$ cat src/rtl/alu_mul_sequencer_pkg.sv
`default_nettype none
// +----------------------------------------------------------------------+
// | Module      : alu_mul_sequencer_pkg                                  |
// | Description : Shared ALUCtrl opcode constants and the multiply       |
// |               sequencer state encoding.                              |
// | Revision    : 1.0 - initial release                                  |
// +----------------------------------------------------------------------+
package alu_mul_sequencer_pkg;

  // ALUCtrl codes driven by ALU_Ctrl into the EX stage.
  localparam logic [3:0] c_OP_AND  = 4'b0000;
  localparam logic [3:0] c_OP_OR   = 4'b0001;
  localparam logic [3:0] c_OP_ADD  = 4'b0010;
  localparam logic [3:0] c_OP_SUB  = 4'b0110;
  localparam logic [3:0] c_OP_SLT  = 4'b0111;
  localparam logic [3:0] c_OP_MUL  = 4'b1001;
  localparam logic [3:0] c_OP_NOR  = 4'b1100;
  localparam logic [3:0] c_OP_JUMP = 4'b1111;

  // Sequencer states.
  typedef enum logic [1:0] {
    IDLE = 2'd0,
    RUN  = 2'd1,
    DONE = 2'd2
  } mul_state_e;

endpackage : alu_mul_sequencer_pkg
`default_nettype wire

$ cat src/rtl/alu_mul_sequencer_dp.sv
`default_nettype none
// +----------------------------------------------------------------------+
// | Module      : mul_shift_add_dp                                       |
// | Description : Shift-add multiplier datapath. One partial product is  |
// |               accumulated per step; the product is truncated to      |
// |               WIDTH bits.                                            |
// | Revision    : 1.0 - initial release                                  |
// +----------------------------------------------------------------------+
// | Ports                                                                |
// |   clk_i       in   1      clock                                      |
// |   rst_i       in   1      synchronous active-high reset              |
// |   i_load      in   1      latch operands, clear acc and count        |
// |   i_step      in   1      perform one shift-add iteration            |
// |   i_src1      in   WIDTH  multiplicand                                |
// |   i_src2      in   WIDTH  multiplier                                  |
// |   o_acc_next  out  WIDTH  accumulator value after the current step   |
// |   o_last_iter out  1      current step is the final (WIDTH-th) one   |
// +----------------------------------------------------------------------+
module mul_shift_add_dp #(
  parameter int WIDTH = 32
) (
  input  logic             clk_i,
  input  logic             rst_i,
  input  logic             i_load,
  input  logic             i_step,
  input  logic [WIDTH-1:0] i_src1,
  input  logic [WIDTH-1:0] i_src2,
  output logic [WIDTH-1:0] o_acc_next,
  output logic             o_last_iter
);

  localparam int              CNT_W  = $clog2(WIDTH + 1);
  localparam logic [CNT_W-1:0] c_LAST = CNT_W'(WIDTH - 1);

  logic [WIDTH-1:0] r_acc;
  logic [WIDTH-1:0] r_mcand;
  logic [WIDTH-1:0] r_mplier;
  logic [CNT_W-1:0] r_count;
  logic [WIDTH-1:0] w_acc_next;

  // Exposed so the sequencer can capture the final product on the same
  // edge that completes the last iteration.
  assign w_acc_next  = r_mplier[0] ? (r_acc + r_mcand) : r_acc;
  assign o_acc_next  = w_acc_next;
  assign o_last_iter = (r_count == c_LAST);

  always_ff @(posedge clk_i) begin
    if (rst_i) begin
      r_acc    <= '0;
      r_mcand  <= '0;
      r_mplier <= '0;
      r_count  <= '0;
    end else if (i_load) begin
      r_acc    <= '0;
      r_mcand  <= i_src1;
      r_mplier <= i_src2;
      r_count  <= '0;
    end else if (i_step) begin
      r_acc    <= w_acc_next;
      r_mcand  <= r_mcand << 1;
      r_mplier <= r_mplier >> 1;
      r_count  <= r_count + CNT_W'(1);
    end
  end

endmodule : mul_shift_add_dp
`default_nettype wire

$ cat src/rtl/alu_mul_sequencer.sv
`default_nettype none
// +----------------------------------------------------------------------+
// | Module      : alu_mul_sequencer                                      |
// | Description : EX-stage multi-cycle multiply sequencer. Decodes the   |
// |               multiply ALUCtrl code, stalls the pipeline for WIDTH+1 |
// |               cycles and presents the product for one cycle.         |
// | Revision    : 1.0 - initial release                                  |
// +----------------------------------------------------------------------+
// | Ports                                                                |
// |   clk_i          in   1      clock                                   |
// |   rst_i          in   1      synchronous active-high reset           |
// |   valid_i        in   1      EX holds a valid instruction            |
// |   alu_ctrl_i     in   4      ALUCtrl code                            |
// |   flush_i        in   1      EX flush; aborts any multiply           |
// |   src1_i         in   WIDTH  multiplicand                            |
// |   src2_i         in   WIDTH  multiplier                              |
// |   stall_o        out  1      hold PC and IF/ID/EX registers          |
// |   busy_o         out  1      sequencer not idle                      |
// |   result_valid_o out  1      one-cycle pulse with a new product      |
// |   result_o       out  WIDTH  last completed product                  |
// +----------------------------------------------------------------------+
module alu_mul_sequencer
  import alu_mul_sequencer_pkg::*;
#(
  parameter int         WIDTH    = 32,
  parameter logic [3:0] MUL_CODE = c_OP_MUL
) (
  input  logic             clk_i,
  input  logic             rst_i,
  input  logic             valid_i,
  input  logic [3:0]       alu_ctrl_i,
  input  logic             flush_i,
  input  logic [WIDTH-1:0] src1_i,
  input  logic [WIDTH-1:0] src2_i,
  output logic             stall_o,
  output logic             busy_o,
  output logic             result_valid_o,
  output logic [WIDTH-1:0] result_o
);

  mul_state_e       r_state;
  mul_state_e       w_state_nxt;
  logic [WIDTH-1:0] r_result;
  logic             w_req;
  logic             w_load;
  logic             w_step;
  logic             w_capture;
  logic             w_stall;
  logic             w_result_valid;
  logic [WIDTH-1:0] w_acc_next;
  logic             w_last_iter;

  assign w_req = valid_i & (alu_ctrl_i == MUL_CODE);

  mul_shift_add_dp #(
    .WIDTH (WIDTH)
  ) u_dp (
    .clk_i       (clk_i),
    .rst_i       (rst_i),
    .i_load      (w_load),
    .i_step      (w_step),
    .i_src1      (src1_i),
    .i_src2      (src2_i),
    .o_acc_next  (w_acc_next),
    .o_last_iter (w_last_iter)
  );

  always_ff @(posedge clk_i) begin
    if (rst_i) begin
      r_state  <= IDLE;
      r_result <= '0;
    end else begin
      r_state <= w_state_nxt;
      if (w_capture) begin
        r_result <= w_acc_next;
      end
    end
  end

  always_comb begin
    w_state_nxt    = r_state;
    w_load         = 1'b0;
    w_step         = 1'b0;
    w_capture      = 1'b0;
    w_stall        = 1'b0;
    w_result_valid = 1'b0;
    case (r_state)
      IDLE: begin
        if (w_req && !flush_i) begin
          w_load      = 1'b1;
          w_stall     = 1'b1;
          w_state_nxt = RUN;
        end
      end
      RUN: begin
        if (flush_i) begin
          w_state_nxt = IDLE;
        end else begin
          w_step  = 1'b1;
          w_stall = 1'b1;
          // Fixed latency: exit only after the WIDTH-th iteration, even if
          // the remaining multiplier bits are all zero.
          if (w_last_iter) begin
            w_capture   = 1'b1;
            w_state_nxt = DONE;
          end
        end
      end
      DONE: begin
        // The stalled MUL still sits in EX here; it must not restart.
        w_result_valid = !flush_i;
        w_state_nxt    = IDLE;
      end
      default: begin
        w_state_nxt = IDLE;
      end
    endcase
  end

  // Reset masks the combinational outputs so a request present during
  // reset never raises stall.
  assign stall_o        = w_stall & !rst_i;
  assign busy_o         = (r_state != IDLE) & !rst_i;
  assign result_valid_o = w_result_valid & !rst_i;
  assign result_o       = r_result;

endmodule : alu_mul_sequencer
`default_nettype wire
$ cat config.mk
export PLATFORM = sky130hd
export DESIGN_NAME = alu_mul_sequencer
export DESIGN_NICKNAME = d
export VERILOG_FILES = /design/src/rtl/alu_mul_sequencer_pkg.sv /design/src/rtl/alu_mul_sequencer_dp.sv /design/src/rtl/alu_mul_sequencer.sv
export SDC_FILE = /design/constraint.sdc
export NUM_CORES = 1
export LEC_CHECK = 0
export BUFFER_PORTS_ARGS = -buffer_cell sky130_fd_sc_hd__buf_2
export CAP_MARGIN = 0
export CORE_MARGIN = 8
export CORE_UTILIZATION = 40
export CTS_CLUSTER_DIAMETER = 100
export CTS_CLUSTER_SIZE = 10
export DETAILED_ROUTE_END_ITERATION = 10
export PLACE_DENSITY = 0.57
export SETUP_SLACK_MARGIN = 0.4
export SLEW_MARGIN = 20
export SYNTH_ARGS = -nofsm -noshare
export SYNTH_HDL_FRONTEND = slang
export SYNTH_SLANG_ARGS = --single-unit
$ cat constraint.sdc
create_clock -name clk_i -period 5.24 [get_ports clk_i]
set_input_delay 0.262 -clock clk_i [delete_from_list [all_inputs] [get_ports clk_i]]
set_output_delay 0.262 -clock clk_i [all_outputs]
set_load 0.02 [all_outputs]
==> summary.txt, run 1 <==
Final layout
  • Commonest non-fill, non-tap cells in the layout: nand2_1, dfxtp_1, buf_2, nor2_1, a21oi_1
  • Syn-to-layout area delta: 18.0%
  • Layout net count: 1056
  • Fillers: 1696
  • Finished Core Util: 0.484
  • Antenna diodes: 0
  • Commonest non-fill, non-tap cell in the layout: nand2_1
  • Fraction of layout cells with a size suffix above 1: 0.177
  • Register area: 2720 um^2
  • Fin area: 8360 um^2
  • Multi-input logic area: 4110 um^2

Routing
  • Routed Antenna Nets: 0
  • Routed WL: 19900 um
  • Residual DRC: 0
  • Via count: 6502
  • Routed len/inst: 16.8 um
  • Avg Vias per Cell: 5.47
  • DR pass1 iterations: 4
  • DRT iter0 DRCs: 420

Floorplan
  • Core area: 17300 um^2
  • Die Height: 149 um
  • Die W: 149 um
  • Initial core utilization: 0.410
  • Ports: 107
  • Die area: 22200 um^2
  • Cell Rows: 48

Critical path
  • Logic depth of the worst path, buffers included: 6
  • Arrival @ worst endpoint: 2730 ps
  • Buffers plus inverters on the worst setup path: 3
  • Setup crit start: r_state[1]
  • Worst R2R Setup Slack: 2270 ps
  • RR Endpoint: result_o[24]
  • CP endpoint: stall_o
  • CP endpoint kind: primary output
  • Slowest cell delay on critical path: 770 ps
  • R2R depth: 11
  • Worst setup SP type: flip-flop
  • Reg2reg start: u_dp.r_mcand[0]
  • CP Cell Sequence: nor3b_2 > buf_4 > nor2_2 > buf_4 > nor3_1 > buf_2
  • Crit-path max FO: 88
  • Critical Path RT: 4980 ps
  • Crit-path most repeated cell: buf_4
  • Critical path's top delay family: buffers and inverters
  • Setup Crit Path Kind: reg -> out
  • Worst path slowest cell: buf_4

Clock network
  • Clock slew at reported path FFs: 60 ps
  • CTS tree: yes
  • Clk root buf: clkbuf_16
  • Skew-Pair Late Insertion Delay: 430 ps
  • Maximum buffer depth of the clock tree: 2
  • Num CTS Buffers: 17
  • Post-CTS Resized: 0
  • Hold buffers post-CTS: 0
  • Clock tree sinks: 136
  • Clock H-tree levels: 4
  • Post-CTS Repair Setup Buffers: 0

Synthesis
  • Seq/Total Area, Yosys: 0.384
  • #FFs+latches synth: 136
  • Syn Inst Count: 878
  • Prevailing post-synth register cell: dfxtp_1
  • Yosys cell types: 68
  • Synth Net Count: 983
  • Mapped Avg Cell Area: 8.08 um^2
  • Synth top area cells: dfxtp_1, nand2_1, a21oi_1
  • Ys Warns: 0
  • Synth area leader: dfxtp_1
  • Top-area cell type share of the netlist area: 0.384
  • Number of synthesized flops with an enable pin: 0
  • Share of async-settable or async-resettable flops after synthesis: 0
  • Mapped Area: 7090 um^2

Global routing
  • GRT Total Usage: 0.180
  • Largest net degree at the start of global routing: 89
  • Initial antenna violation count: 0
  • Remaining Overflow, GRT: 0
  • First-pass GRT wire length: 32400 um
  • Vias in the first global route: 6418

Pwr
  • Maximum vdd drop: 0.229 mV
  • Pwr per Cell Area: 285 nW/um^2
  • Power Total: 2.39 mW
  • Pleak: 3.30 nW

Timing
  • Slew margin rel.: 0.273
  • Fmax: 335 MHz
  • Min Tclk post-route: 2990 ps
  • Setup Skew: 11.1 ps
  • Slew Limit Fails: 0
  • Final setup violation count: 0
  • RSZ-0062 raised after global routing: no
  • Worst slew pin tran: 1090 ps
  • Final period util: 0.570
  • Hold Fails Final Rpt: 0
  • Setup_tns: 0 ps

Run status
  • Outcome: complete, no violations

Placed design
  • Routability-driven placement congestion ratio: 0.836
  • Final HPWL DP: 13300 um
  • Placed cell area: 7750 um^2
  • IO Port Bufs: 106

Min path
  • Worst hold-check path type: in -> reg
  • Hold_sp: src2_i[31]

Flow run
  • Max-cap violation count: 0
[metal layers]
| layer | GRT usage | wire, um |
|---|---|---|
| met5 | 0 | 0 |
| met4 | 0.0570 | 309 |
| met3 | 0.0488 | 1020 |
| met1 | 0.244 | 10100 |
| met2 | 0.274 | 8530 |
[synthesized netlist by cell type, drive strengths merged, types with 2 or more instances]
cell type	instances
dfxtp	136
a41oi	2
o211ai	5
a31o	3
nand4	3
a211oi	36
nand2	163
o21bai	5
inv	9
nor2	101
a21o	13
and2	3
nand3b	2
a31oi	9
nor2b	2
ha	32
o211a	2
o21ai	27
a22oi	30
o21a	5
a311oi	32
xor2	16
and3	8
a21oi	95
nor3	12
buf	7
nand3	8
mux2i	10
o22ai	6
xnor2	18
clkbuf	54
and4	4
[worst min path at each step]
| stage | to | slack, ps | depth (start not counted) |
|---|---|---|---|
| final | u_dp.r_mplier[31] | 90 | 3 |
| after global routing | u_dp.r_mcand[0] | 90 | 3 |
| after CTS | u_dp.r_mplier[31] | 70 | 3 |
| after detailed placement | u_dp.r_mplier[26] | 450 | 2 |
| after global placement | result_o[2] | 440 | 2 |
| after floorplan | u_dp.r_mplier[31] | 400 | 2 |
[cells by family after synthesis]
| kind of cell | after synthesis | synth area share |
|---|---|---|
| compound gates | 281 | 0.274 |
| xor+xnor | 34 | 0.0420 |
| fa+ha+maj | 33 | 0.0593 |
| buf+inv | 70 | 0.0383 |
| flops | 136 | 0.384 |
| mux | 10 | 0.0141 |
| simple gates | 314 | 0.188 |
[metrics by stage]
step	cells	setup slack (ps)	hold slack [ps]
2_1_floorplan	878	2660	398
6_report	1189	2250	88.3
3_3_place_gp	1157	2340	442
3_5_place_dp	1157	2310	447
4_1_cts	1189	2190	67.8
5_1_grt	1189	2010	93.5
[worst min-delay path, cell delays in order]
cell	delay, ps
buf_2	100
nand2_1	50
a21oi_1	50
[layout make-up]
class                   instances  share of cell area
clock buffers                  18              0.0513
clock inverters                14              0.0223
inverters                       9             0.00404
multi-input cells             672               0.492
flip-flops and latches        136               0.326
well taps                     225              0.0337
repair buffers                115              0.0715
[report_power, final]
group / leakage [nW] / switching, mW / internal (mW)
registers: 1.10 / 0.00449 / 1.04
logic: 1.91 / 0.0464 / 0.0302
clock network: 0.295 / 0.504 / 0.762
[state kept, by name, summed over array words and instances (netlist names)]
name	flops
u_dp.r_acc	32
result_o	32
u_dp.r_mplier	32
u_dp.r_mcand	32
r_state	2
u_dp.r_count	6
Note: power is estimated with default switching activity, not from simulation.
==> run 2: changes to the inputs <==
==> constraint.sdc (replaced) <==
create_clock -name clk_i -period 2.8 [get_ports clk_i]
set_input_delay 0.14 -clock clk_i [delete_from_list [all_inputs] [get_ports clk_i]]
set_output_delay 0.14 -clock clk_i [all_outputs]
set_load 0.02 [all_outputs]
==> summary.txt, run 2 (synthesis gave the netlist of run 1 again) <==
Pwr
  • Maximum vdd drop: 0.422 mV
  • Seq pwr share: 0.432
  • Sw Share: 0.224
  • Clock Power Share: 0.521
  • P_int: 3.51 mW
  • Pwr per Cell Area: 469 nW/um^2
  • Pleak: 3.69 nW
  • Net Switching: 1.01 mW
  • Combinational power share: 0.046

Routing
  • DRT iter0 DRCs: 421
  • Avg Vias per Cell: 5.40
  • Routed WL: 21000 um
  • Via count: 6851
  • Routed Antenna Nets: 0
  • DR pass1 iterations: 4
  • Routed len/inst: 16.6 um
  • Residual DRC: 0

Critical path
  • Critical Path RT: 3070 ps
  • Arrival @ worst endpoint: 2840 ps
  • Worst setup SP type: flip-flop
  • R2R depth: 11
  • Crit-path max FO: 3
  • Reg2reg start: u_dp.r_mcand[0]
  • RR Endpoint: result_o[24]
  • Setup Crit Path Kind: reg -> reg
  • CP endpoint kind: flip-flop
  • Worst R2R Setup Slack: 230 ps

Placed design
  • Routability-driven placement congestion ratio: 0.845
  • Placed cell area: 7850 um^2
  • IO Port Bufs: 106
  • Final HPWL DP: 13400 um
  • Dpl cells: 1165

Min path
  • Worst hold-check path type: in -> reg
  • Hold path depth: 3
  • Hold_sp: src1_i[25]
  • Hold endpoint: u_dp.r_mcand[25]

Timing
  • Slew margin rel.: 0.325
  • Fmax: 389 MHz
  • Worst slew pin tran: 1010 ps
  • RSZ-0062 raised after global routing: yes
  • Min Tclk post-route: 2570 ps
  • Slew Limit Fails: 0
  • Final setup violation count: 0
  • Setup Skew: 6.17 ps
  • Hold Fails Final Rpt: 0
  • Final period util: 0.917
  • Setup_tns: 0 ps

Final layout
  • Layout net count: 1135
  • Syn-to-layout area delta: 36.0%
  • Fin area: 9640 um^2
  • Commonest non-fill, non-tap cells in the layout: nand2_1, dfxtp_1, buf_2, nor2_1, a21oi_1
  • Commonest non-fill, non-tap cell in the layout: nand2_1
  • Fillers: 1607
  • Fraction of layout cells with a size suffix above 1: 0.269
  • Finished Layout Cells: 1268
  • Finished Core Util: 0.557
  • Antenna diodes: 0

Global routing
  • Vias in the first global route: 6851
  • Largest net degree at the start of global routing: 94
  • First-pass GRT wire length: 34300 um
  • Initial antenna violation count: 1
  • Remaining Overflow, GRT: 0
  • GRT Total Usage: 0.188

Clock network
  • Clock tree sinks: 136
  • Clk root buf: clkbuf_16
  • Clock H-tree levels: 4
  • Num CTS Buffers: 17
  • Maximum buffer depth of the clock tree: 2
  • Skew-Pair Late Insertion Delay: 420 ps
  • Clock slew at reported path FFs: 60 ps
  • CTS tree: yes

Floorplan
  • Initial core utilization: 0.410
  • Core area: 17300 um^2
  • Die area: 22200 um^2
  • Die W: 149 um
  • Ports: 107
  • Cell Rows: 48
  • Die Height: 149 um

Run status
  • Outcome: complete, no violations

Flow run
  • Max-cap violation count: 0
## run 2: area by class of cell
type | count | area, um^2 | share of cell area
tap | 225 | 282 | 0.0292
clock buffer | 19 | 453 | 0.0470
inverter | 9 | 33.8 | 0.00350
sequential | 136 | 2750 | 0.286
clock inverter | 13 | 169 | 0.0175
multi-input combinational | 672 | 4590 | 0.476
timing repair buffer | 194 | 1360 | 0.141
## run 2: worst max-delay path: stages (launching register included)
cell and delay [ps]:
dfxtp_2 330, ha_4 160, fa_2 370, a211oi_4 240
o21ai_2 110, a32oi_2 280, a211oi_2 130, o32ai_2 300
xor2_1 230, a21oi_1 90, a21oi_1 130, nor2_1 50
## run 2: metrics by stage
step	total power [mW]	hold slack [ps]	worst slack, ps
2_1_floorplan	2.07	276	410
3_3_place_gp	2.14	393	124
3_5_place_dp	2.14	395	69.9
4_1_cts	4.56	0.243	138
5_1_grt	4.66	6.54	102
6_report	4.52	10.9	231
## run 2: repair_timing
item / in CTS / in global routing
hold buffers: 51 / 0
setup endpoints to repair: 31 / 46
gates cloned: 0 / 0
pin swaps: 47 / 33
resized for setup: 42 / 60
endpoints found under the hold margin: 51 / 0
setup buffers: 11 / 9
## run 2: worst max-delay path by stage
stage                                from        endpoint  slack, ps  depth (start not counted)
after floorplan           u_dp.r_mcand[0]  u_dp.r_acc[30]        410                         10
after global placement    u_dp.r_mcand[0]    result_o[24]        120                         11
after detailed placement  u_dp.r_mcand[0]    result_o[24]         70                         11
after CTS                 u_dp.r_mcand[0]    result_o[24]        140                         11
after global routing      u_dp.r_mcand[0]    result_o[24]        100                         11
final                     u_dp.r_mcand[0]    result_o[24]        230                         11
## run 2: power groups by stage
stage          logic [mW]  registers [mW]  clock network (mW)
6_report            0.210            1.95                2.36
3_5_place_dp        0.148            2.00                   0
4_1_cts             0.205            1.95                2.40
3_3_place_gp        0.149            2.00                   0
5_1_grt             0.229            1.95                2.48
2_1_floorplan      0.0724            1.99                   0
## run 2: routing by layer
layer  routed length, um  track usage
met2                9640        0.295
met3                1170       0.0531
met4                 223       0.0490
met1                9990        0.249
met5                  13            0
==> run 3: changes to the inputs <==
--- a/config.mk
+++ b/config.mk
@@ -9,6 +9,7 @@
 export CAP_MARGIN = 0
 export CORE_MARGIN = 8
 export CORE_UTILIZATION = 40
+export CTS_BUF_LIST = sky130_fd_sc_hd__clkbuf_2
 export CTS_CLUSTER_DIAMETER = 100
 export CTS_CLUSTER_SIZE = 10
 export DETAILED_ROUTE_END_ITERATION = 10
==> summary.txt, run 3 (synthesis gave the netlist of run 1 again) <==
Run status
  • Outcome: complete, no violations

Critical path
  • Arrival @ worst endpoint: 3320 ps
  • Slowest cell delay on critical path: 430 ps
  • CP endpoint kind: flip-flop
  • Buffers plus inverters on the worst setup path: 2
  • Setup Crit Path Kind: reg -> reg
  • CP Cell Sequence: ha_4 > buf_4 > buf_6 > a211oi_4 > nor2_4 > o311ai_4 > nand2_2 > o41ai_4 > a21oi_2 > or3_4 > a31oi_4 > a21oi_2
  • Worst path slowest cell: or3_4
  • Crit-path max FO: 4
  • Crit-path most repeated cell: a21oi_2
  • Worst setup SP type: flip-flop
  • Critical Path RT: 3440 ps
  • Critical path's top delay family: compound AO/OA/AOI/OAI gates

Flow run
  • Max-cap violation count: 0

Timing
  • Min Tclk post-route: 2680 ps
  • Final setup violation count: 0
  • Slew margin rel.: 0.284
  • Worst slew pin tran: 1070 ps
  • Setup_tns: 0 ps
  • Slew Limit Fails: 0
  • RSZ-0062 raised after global routing: yes
  • Hold Fails Final Rpt: 0
  • Setup Skew: 19.5 ps
  • Final period util: 0.959
  • Fmax: 373 MHz

Global routing
  • Largest net degree at the start of global routing: 94
  • First-pass GRT wire length: 36000 um
  • Vias in the first global route: 7210
  • Remaining Overflow, GRT: 0
  • GRT Total Usage: 0.198
  • Initial antenna violation count: 1

Final layout
  • Commonest non-fill, non-tap cell in the layout: nand2_1
  • Fraction of layout cells with a size suffix above 1: 0.266
  • Layout net count: 1188
  • Finished Core Util: 0.571
  • Fillers: 1608
  • Syn-to-layout area delta: 39.3%
  • Fin area: 9880 um^2
  • Finished Layout Cells: 1322
  • Commonest non-fill, non-tap cells in the layout: nand2_1, dfxtp_1, buf_2, nor2_1, dlygate4sd3_1

Floorplan
  • Initial core utilization: 0.410
  • Core area: 17300 um^2
  • Ports: 107
  • Die area: 22200 um^2
  • Die Height: 149 um
  • Cell Rows: 48
  • Die W: 149 um

Clock network
  • Clock H-tree levels: 4
  • Clock tree sinks: 136
  • Clk root buf: clkbuf_2
  • Skew-Pair Late Insertion Delay: 720 ps
  • Clock slew at reported path FFs: 210 ps
  • Maximum buffer depth of the clock tree: 2
  • Num CTS Buffers: 17
  • CTS tree: yes

Routing
  • Residual DRC: 0
  • Via count: 7065
  • Avg Vias per Cell: 5.34
  • Routed Antenna Nets: 0
  • DRT iter0 DRCs: 367
  • Routed len/inst: 16.9 um
  • DR pass1 iterations: 5
  • Routed WL: 22300 um

Placed design
  • Placed cell area: 7850 um^2
  • Final HPWL DP: 13400 um
  • Routability-driven placement congestion ratio: 0.845
  • IO Port Bufs: 106
  • Dpl cells: 1165

Pwr
  • Pleak: 3.90 nW
  • Maximum vdd drop: 0.256 mV
  • Pwr per Cell Area: 352 nW/um^2

Min path
  • Worst hold-check path type: in -> reg
==> run 3: changes by cell type in the layout (fill, tap and decap cells not counted), moves of 8 or more <==
cell,change
a211oi_1,-8
buf_4,+8
a211oi_2,+8
clkbuf_16,-17
clkbuf_2,+17
dlygate4sd3_1,+41
==> run 3: worst paths after layout <==
check	slack, ps	start	depth (start not counted)	end
max	120	u_dp.r_mcand[0]	12	result_o[29]
min	90	valid_i	5	u_dp.r_count[2]
max reg2reg	120	u_dp.r_mcand[0]	12	result_o[29]
min reg2reg	470	u_dp.r_mplier[7]	2	u_dp.r_mplier[7]
==> run 3: repair_timing <==
action                                  in CTS  in global routing
endpoints found under the setup margin      34                 48
buffers inserted                            15                 14
pin swaps                                   35                 44
hold buffers                                92                  0
resized for setup                           42                 62
hold endpoints to repair                    73                  0
gates cloned                                 2                  1
==> run 3: where the power goes <==
| group | internal, mW | leakage (nW) | switching, mW |
|---|---|---|---|
| Sequential | 1.95 | 1.10 | 0.00910 |
| Combinational | 0.131 | 2.66 | 0.106 |
| Clock | 0.498 | 0.142 | 0.780 |
| Total | 2.58 | 3.90 | 0.895 |
==> run 3: through the flow <==
stage / setup slack (ps) / hold WS, ps / power [mW]
final: 116 / 89.0 / 3.47
after global routing: -10.6 / 51.0 / 3.61
after CTS: 114 / 18.5 / 3.50
after detailed placement: 69.9 / 395 / 2.14
after global placement: 124 / 393 / 2.14
after floorplan: 410 / 276 / 2.07
==> run 3: tightest hold or removal path, stage by stage <==
cell and delay, ps:
buf_2 110, nand4b_1 130, nand2_1 100, buf_12 190, nor2_1 110
==> run 3: cell type report <==
cell class              instances  area (um^2)  area share
multi-input cells             672         4620       0.468
flip-flops and latches        136         2750       0.278
repair buffers                247         1930       0.195
well taps                     225          282      0.0285
clock inverters                15          176      0.0179
clock buffers                  17         85.1     0.00862
inverters                       9         33.8     0.00342
diodes                          1         2.50    0.000253
==> run 3: per-layer routing <==
layer / share of wire / vias to the layer above / track usage
met3: 0.050 / 16 / 0.0510
met2: 0.46 / 143 / 0.321
met1: 0.48 / 3331 / 0.259
met5: 0 / - / 0
met4: 0.0086 / 0 / 0.0469
li1: - / 3575 / -
